### config.mk
export PLATFORM = sky130hd
export DESIGN_NAME = mem_wb_stage
export DESIGN_NICKNAME = d
export VERILOG_FILES = /design/src/rtl/mem_wb_stage.sv
export SDC_FILE = /design/constraint.sdc
export NUM_CORES = 1
export LEC_CHECK = 0
export CAP_MARGIN = 20
export CORE_MARGIN = 4
export CORE_UTILIZATION = 55
export CTS_BUF_LIST = sky130_fd_sc_hd__clkbuf_16
export DETAILED_ROUTE_END_ITERATION = 8
export PLACE_DENSITY = 0.85
export SETUP_SLACK_MARGIN = 0.02
export SLEW_MARGIN = 20
export SYNTH_ARGS = -nofsm -noshare
export SYNTH_HDL_FRONTEND = slang
export SYNTH_SLANG_ARGS = --single-unit
### constraint.sdc
create_clock -name clk -period 5.5 [get_ports clk]
set_input_delay 0.55 -clock clk [delete_from_list [all_inputs] [get_ports clk]]
set_output_delay 0.55 -clock clk [all_outputs]
set_load 0.01 [all_outputs]
### src/rtl/mem_wb_stage.sv
// mem_wb_stage: memory-access and write-back stage of the 8-bit RISC pipeline.
// Latency: 1 cycle for non-memory ops, WAIT_CYCLES+1 cycles for loads/stores.
// Backpressure: mem_stall (combinational) holds EXE/MEM while an access is in flight.
//
// Ports:
//   clk, reset_n                  clock, async active-low reset
//   exe_mem_valid/out/sdata/rd    EXE/MEM payload (out[ADDR_W-1:0] is the memory address)
//   exe_mem_memrd/memwr/regwr     load / store / register-write controls
//   mem_stall                     upstream hold request
//   rf_we/rf_waddr/rf_wdata       registered MEM/WB register-file write port
//   fwd_valid/fwd_rd/fwd_data     combinational ALU-result bypass (only with MEM_FWD_EN)
//
// Optional feature macro: MEM_FWD_EN (adds the fwd_* outputs).

module mem_wb_stage #(
  parameter int unsigned DATA_W      = 8,
  parameter int unsigned ADDR_W      = 4,
  parameter int unsigned RADDR_W     = 3,
  parameter int unsigned WAIT_CYCLES = 1
) (
  input  logic               clk,
  input  logic               reset_n,
  input  logic               exe_mem_valid,
  input  logic [DATA_W-1:0]  exe_mem_out,
  input  logic [DATA_W-1:0]  exe_mem_sdata,
  input  logic [RADDR_W-1:0] exe_mem_rd,
  input  logic               exe_mem_memrd,
  input  logic               exe_mem_memwr,
  input  logic               exe_mem_regwr,
  output logic               mem_stall,
  output logic               rf_we,
  output logic [RADDR_W-1:0] rf_waddr,
  output logic [DATA_W-1:0]  rf_wdata
`ifdef MEM_FWD_EN
  ,
  output logic               fwd_valid,
  output logic [RADDR_W-1:0] fwd_rd,
  output logic [DATA_W-1:0]  fwd_data
`endif
);

  localparam int         DEPTH    = 1 << ADDR_W;
  localparam bit         HAS_WAIT = (WAIT_CYCLES > 0);
  // Counter preload; the zero-wait build never enters BUSY so its value is irrelevant there.
  localparam logic [2:0] CNT_INIT = HAS_WAIT ? 3'(WAIT_CYCLES - 1) : 3'd0;

  typedef enum logic {IDLE, BUSY} state_t;

  state_t            state, state_nxt;
  logic [2:0]        cnt, cnt_nxt;

  logic [DATA_W-1:0] mem [DEPTH];

  // Operation captured on acceptance; the full ALU result is kept because it
  // carries both the address and the write-back value for a memrd+memwr op.
  logic [DATA_W-1:0]  op_out;
  logic [DATA_W-1:0]  op_sdata;
  logic [RADDR_W-1:0] op_rd;
  logic               op_memrd;
  logic               op_memwr;
  logic               op_regwr;

  logic               memop;
  logic               op_ld;
  logic               wb_upd;
  logic               acc_mem;
  logic               use_op;

  logic [DATA_W-1:0]  acc_out;
  logic [DATA_W-1:0]  acc_sdata;
  logic [RADDR_W-1:0] acc_rd;
  logic               acc_memrd;
  logic               acc_memwr;
  logic               acc_regwr;
  logic [ADDR_W-1:0]  acc_addr;
  logic               acc_st;
  logic               acc_ld_wb;
  logic [DATA_W-1:0]  wdata_nxt;

  assign memop = exe_mem_valid & (exe_mem_memrd | exe_mem_memwr);

  // Next-state, stall and access-select logic.
  always_comb begin
    state_nxt = state;
    cnt_nxt   = cnt;
    mem_stall = 1'b0;
    op_ld     = 1'b0;
    wb_upd    = 1'b0;
    acc_mem   = 1'b0;
    use_op    = 1'b0;
    if (state == IDLE) begin
      if (exe_mem_valid) begin
        if (!memop) begin
          wb_upd = 1'b1;
        end else if (!HAS_WAIT) begin
          wb_upd  = 1'b1;
          acc_mem = 1'b1;
        end else begin
          op_ld     = 1'b1;
          cnt_nxt   = CNT_INIT;
          state_nxt = BUSY;
          mem_stall = 1'b1;
        end
      end
    end else begin
      // BUSY: EXE/MEM is ignored until the completion edge.
      if (cnt != 3'd0) begin
        cnt_nxt   = cnt - 3'd1;
        mem_stall = 1'b1;
      end else begin
        wb_upd    = 1'b1;
        acc_mem   = 1'b1;
        use_op    = 1'b1;
        state_nxt = IDLE;
      end
    end
  end

  // Access fields come straight from EXE/MEM, or from the op register on BUSY completion.
  always_comb begin
    acc_out   = exe_mem_out;
    acc_sdata = exe_mem_sdata;
    acc_rd    = exe_mem_rd;
    acc_memrd = exe_mem_memrd;
    acc_memwr = exe_mem_memwr;
    acc_regwr = exe_mem_regwr;
    if (use_op) begin
      acc_out   = op_out;
      acc_sdata = op_sdata;
      acc_rd    = op_rd;
      acc_memrd = op_memrd;
      acc_memwr = op_memwr;
      acc_regwr = op_regwr;
    end
  end

  // Upper address bits are dropped, so addresses wrap modulo DEPTH.
  assign acc_addr  = acc_out[ADDR_W-1:0];
  assign acc_st    = acc_mem & acc_memwr;
  // memrd+memwr together is a store; write-back then carries the ALU result.
  assign acc_ld_wb = acc_mem & acc_memrd & ~acc_memwr;
  assign wdata_nxt = acc_ld_wb ? mem[acc_addr] : acc_out;

  always_ff @(posedge clk or negedge reset_n) begin
    if (!reset_n) begin
      state    <= IDLE;
      cnt      <= 3'd0;
      rf_we    <= 1'b0;
      rf_waddr <= '0;
      rf_wdata <= '0;
      op_out   <= '0;
      op_sdata <= '0;
      op_rd    <= '0;
      op_memrd <= 1'b0;
      op_memwr <= 1'b0;
      op_regwr <= 1'b0;
      for (int i = 0; i < DEPTH; i++) begin
        mem[i] <= '0;
      end
    end else begin
      state <= state_nxt;
      cnt   <= cnt_nxt;
      if (op_ld) begin
        op_out   <= exe_mem_out;
        op_sdata <= exe_mem_sdata;
        op_rd    <= exe_mem_rd;
        op_memrd <= exe_mem_memrd;
        op_memwr <= exe_mem_memwr;
        op_regwr <= exe_mem_regwr;
      end
      if (wb_upd) begin
        rf_we    <= acc_regwr;
        rf_waddr <= acc_rd;
        rf_wdata <= wdata_nxt;
      end else begin
        // Bubble or wait cycle: address and data hold, only the enable drops.
        rf_we <= 1'b0;
      end
      if (acc_st) begin
        mem[acc_addr] <= acc_sdata;
      end
    end
  end

`ifdef MEM_FWD_EN
  // Loads are excluded: their data is not known until the access completes.
  assign fwd_valid = (state == IDLE) & exe_mem_valid & exe_mem_regwr & ~exe_mem_memrd;
  assign fwd_rd    = exe_mem_rd;
  assign fwd_data  = exe_mem_out;
`endif

endmodule

==> results.sh <==
export IMPL_row_count=42
export IMPL_final_cell_mix="166 x dfrtp_1, 157 x nand2_1, 139 x a21oi_1"
export IMPL_clkSlewWorstSetupHoldPaths_ns=0.06
export IMPL_io_pins=38
export IMPL_r2r_start="cnt[0]"
export IMPL_area_growth_pct=14.7
export IMPL_finalSetupViolations=0
export IMPL_initial_core_util=0.561
export IMPL_dpl_hpwl_mm=12.3
export IMPL_fin_skew_ns=0.0105
export IMPL_ir_drop_uv=248
export IMPL_min_path_type="in2async"
export IMPL_final_cells=1016
export IMPL_clock_sinks=166
export IMPL_dieArea_um2=15400
export IMPL_final_common_cell="dfrtp_1"
export IMPL_grt_pass1_wl_mm=31.0
export IMPL_drv_slew=0
export IMPL_clkLatencyLatePin_ns=0.43
export IMPL_port_buffers=37
export IMPL_slew_headroom=0.300
export IMPL_cp_arrival_ns=3.80
export IMPL_required_ns=5.79
export IMPL_cts_max_level=4
export IMPL_reg2regPathDepth=10
export IMPL_cts_root_buf="clkbuf_16"
export IMPL_fin_nets=854
export IMPL_cts_resized=0
export IMPL_period_share=0.638
export IMPL_final_core_util=0.643
export IMPL_die_width_um=124
export IMPL_startpoint_type="flip-flop"
export IMPL_worstSetupPathType="reg2reg"
export IMPL_wire_per_inst_um=19.0
export IMPL_grt_pass1_vias=5860
export IMPL_cts_tree="yes"
export IMPL_max_clock_freq_ghz=0.285
export IMPL_coreArea_um2=13200
export IMPL_fin_crit_ns=3.51
export IMPL_grt_overflow=0
export IMPL_fin_area_um2=8520
export IMPL_post_cts_buffers=0
export IMPL_synth_cell_types=43
export IMPL_drt_iter0_markers=759
export IMPL_synth_seq_cells=166
export IMPL_setup_tns_ns=0
export IMPL_syn_area_um2=7420
export IMPL_antenna_left=0
export IMPL_grt_max_degree=85
export IMPL_p_leak_uw=0.00394
export IMPL_synthFlopType="dfrtp_1"
export IMPL_outcome="completed"
export IMPL_hold_viol=0
export IMPL_powerDensity_nw_per_um2=457
export IMPL_drt_drc_violations_left=0
export IMPL_yosysSeqAreaShare=0.559
export IMPL_yosys_warnings=0
export IMPL_rsz0062_at_grt="no"
export IMPL_viasPerCell=5.95
export IMPL_vias=6049
export IMPL_crit_path_end_kind="flip-flop"
export IMPL_first_pass_iters=5
export IMPL_antenna_found_initial=0
export IMPL_tightest_slew_ns=1.05
export IMPL_num_antenna_cells=0
export IMPL_routabilityCongestion=0.881
export IMPL_crit_path_max_fanout=39
export IMPL_die_h_um=124
export IMPL_wl_mm=19.3
export IMPL_ys_async_sr_fraction=1.00
export IMPL_drv_cap=0
export IMPL_syn_inst=804
export IMPL_synth_edf_count=0
export IMPL_total_power_uw=3890
export IMPL_dpl_cell_count=983
export IMPL_hold_buffers=0
export IMPL_cts_made_buffers=17
export IMPL_r2r_slack_ns=1.99
export IMPL_drive_gt1_frac=0.0655
export IMPL_placed_area_um2=7930
export IMPL_synth_avg_cell_area_um2=9.23
export IMPL_grt_total_usage=0.268
export IMPL_regToRegEndpoint="rf_wdata[2]"
export IMPL_cts_buffer_depth=2
export IMPL_syn_num_nets=831
==> how the worst max path moves through the flow <==
stage	cells after the start	startpoint	slack (ns)	endpoint
2_1_floorplan	9	cnt[0]	3.14	rf_wdata[7]
3_3_place_gp	8	cnt[0]	2.13	rf_wdata[7]
3_5_place_dp	8	cnt[0]	2.01	rf_wdata[7]
4_1_cts	8	cnt[0]	2.01	rf_wdata[7]
5_1_grt	10	cnt[0]	1.73	rf_wdata[5]
6_report	10	cnt[0]	1.99	rf_wdata[2]
==> flip-flops by register name, indices dropped and copies added, names as in the netlist <==
name	flops
rf_waddr	3
op_memrd	1
op_sdata	8
mem	128
state	1
op_rd	3
rf_wdata	8
cnt	3
rf_we	1
op_regwr	1
op_memwr	1
op_out	8
==> stage by stage <==
step,setup WS [ns],hold WS [ns]
after floorplan,3.14,0.254
after global placement,2.13,0.457
after detailed placement,2.01,0.463
after CTS,2.01,0.193
after global routing,1.73,0.230
final,1.99,0.173
==> power breakdown <==
part / internal [µW] / switching, µW / leakage (µW)
combinational: 376 / 486 / 0.00151
sequential: 1620 / 241 / 0.00213
clock: 700 / 473 / 0.000298
==> critical path: stages (launching register included) <==
cell and delay [ns]:
dfrtp_1 0.39, inv_1 0.07, ha_1 0.14, ha_1 0.29
nand2_2 0.46, a21oi_4 0.94, buf_12 0.33, mux2i_1 0.23
a221oi_1 0.11, nor4_1 0.29, a21oi_1 0.11
==> cell type report <==
type                       count  area [µm²]
sequential                   166        4150
timing repair buffer          54         515
clock buffer                  17         425
clock inverter                15         148
tap                          176         220
inverter                       4        15.0
multi-input combinational    584        3040
fill                        1075        4720
==> cell families after synthesis <==
logic type	after synthesis	synth area share
AO/OA/AOI/OAI	215	0.157
adder cells (fa/ha/maj)	2	0.00337
buffers and inverters	54	0.0332
flip-flops	166	0.559
multiplexers	53	0.0738
AND/OR/NAND/NOR	314	0.173
==> Yosys cell counts (all sizes together), types with 5 or more instances <==
cell	n	area share
a21oi	140	0.094
a31oi	10	0.0084
buf	22	0.017
clkbuf	28	0.014
dfrtp	166	0.56
mux2i	51	0.069
nand2	158	0.080
nand2b	10	0.0084
nand3	5	0.0034
nor2	118	0.061
nor4	7	0.0059
o21ai	36	0.024
o22ai	12	0.010
==> layer usage <==
layer	vias to the layer above	global-route usage	share of wire
li1	2793	-	-
met1	2899	0.364	0.41
met2	299	0.397	0.46
met3	58	0.0772	0.089
met4	0	0.131	0.041
met5	-	0	0
Note: power is estimated with default switching activity, not from simulation.
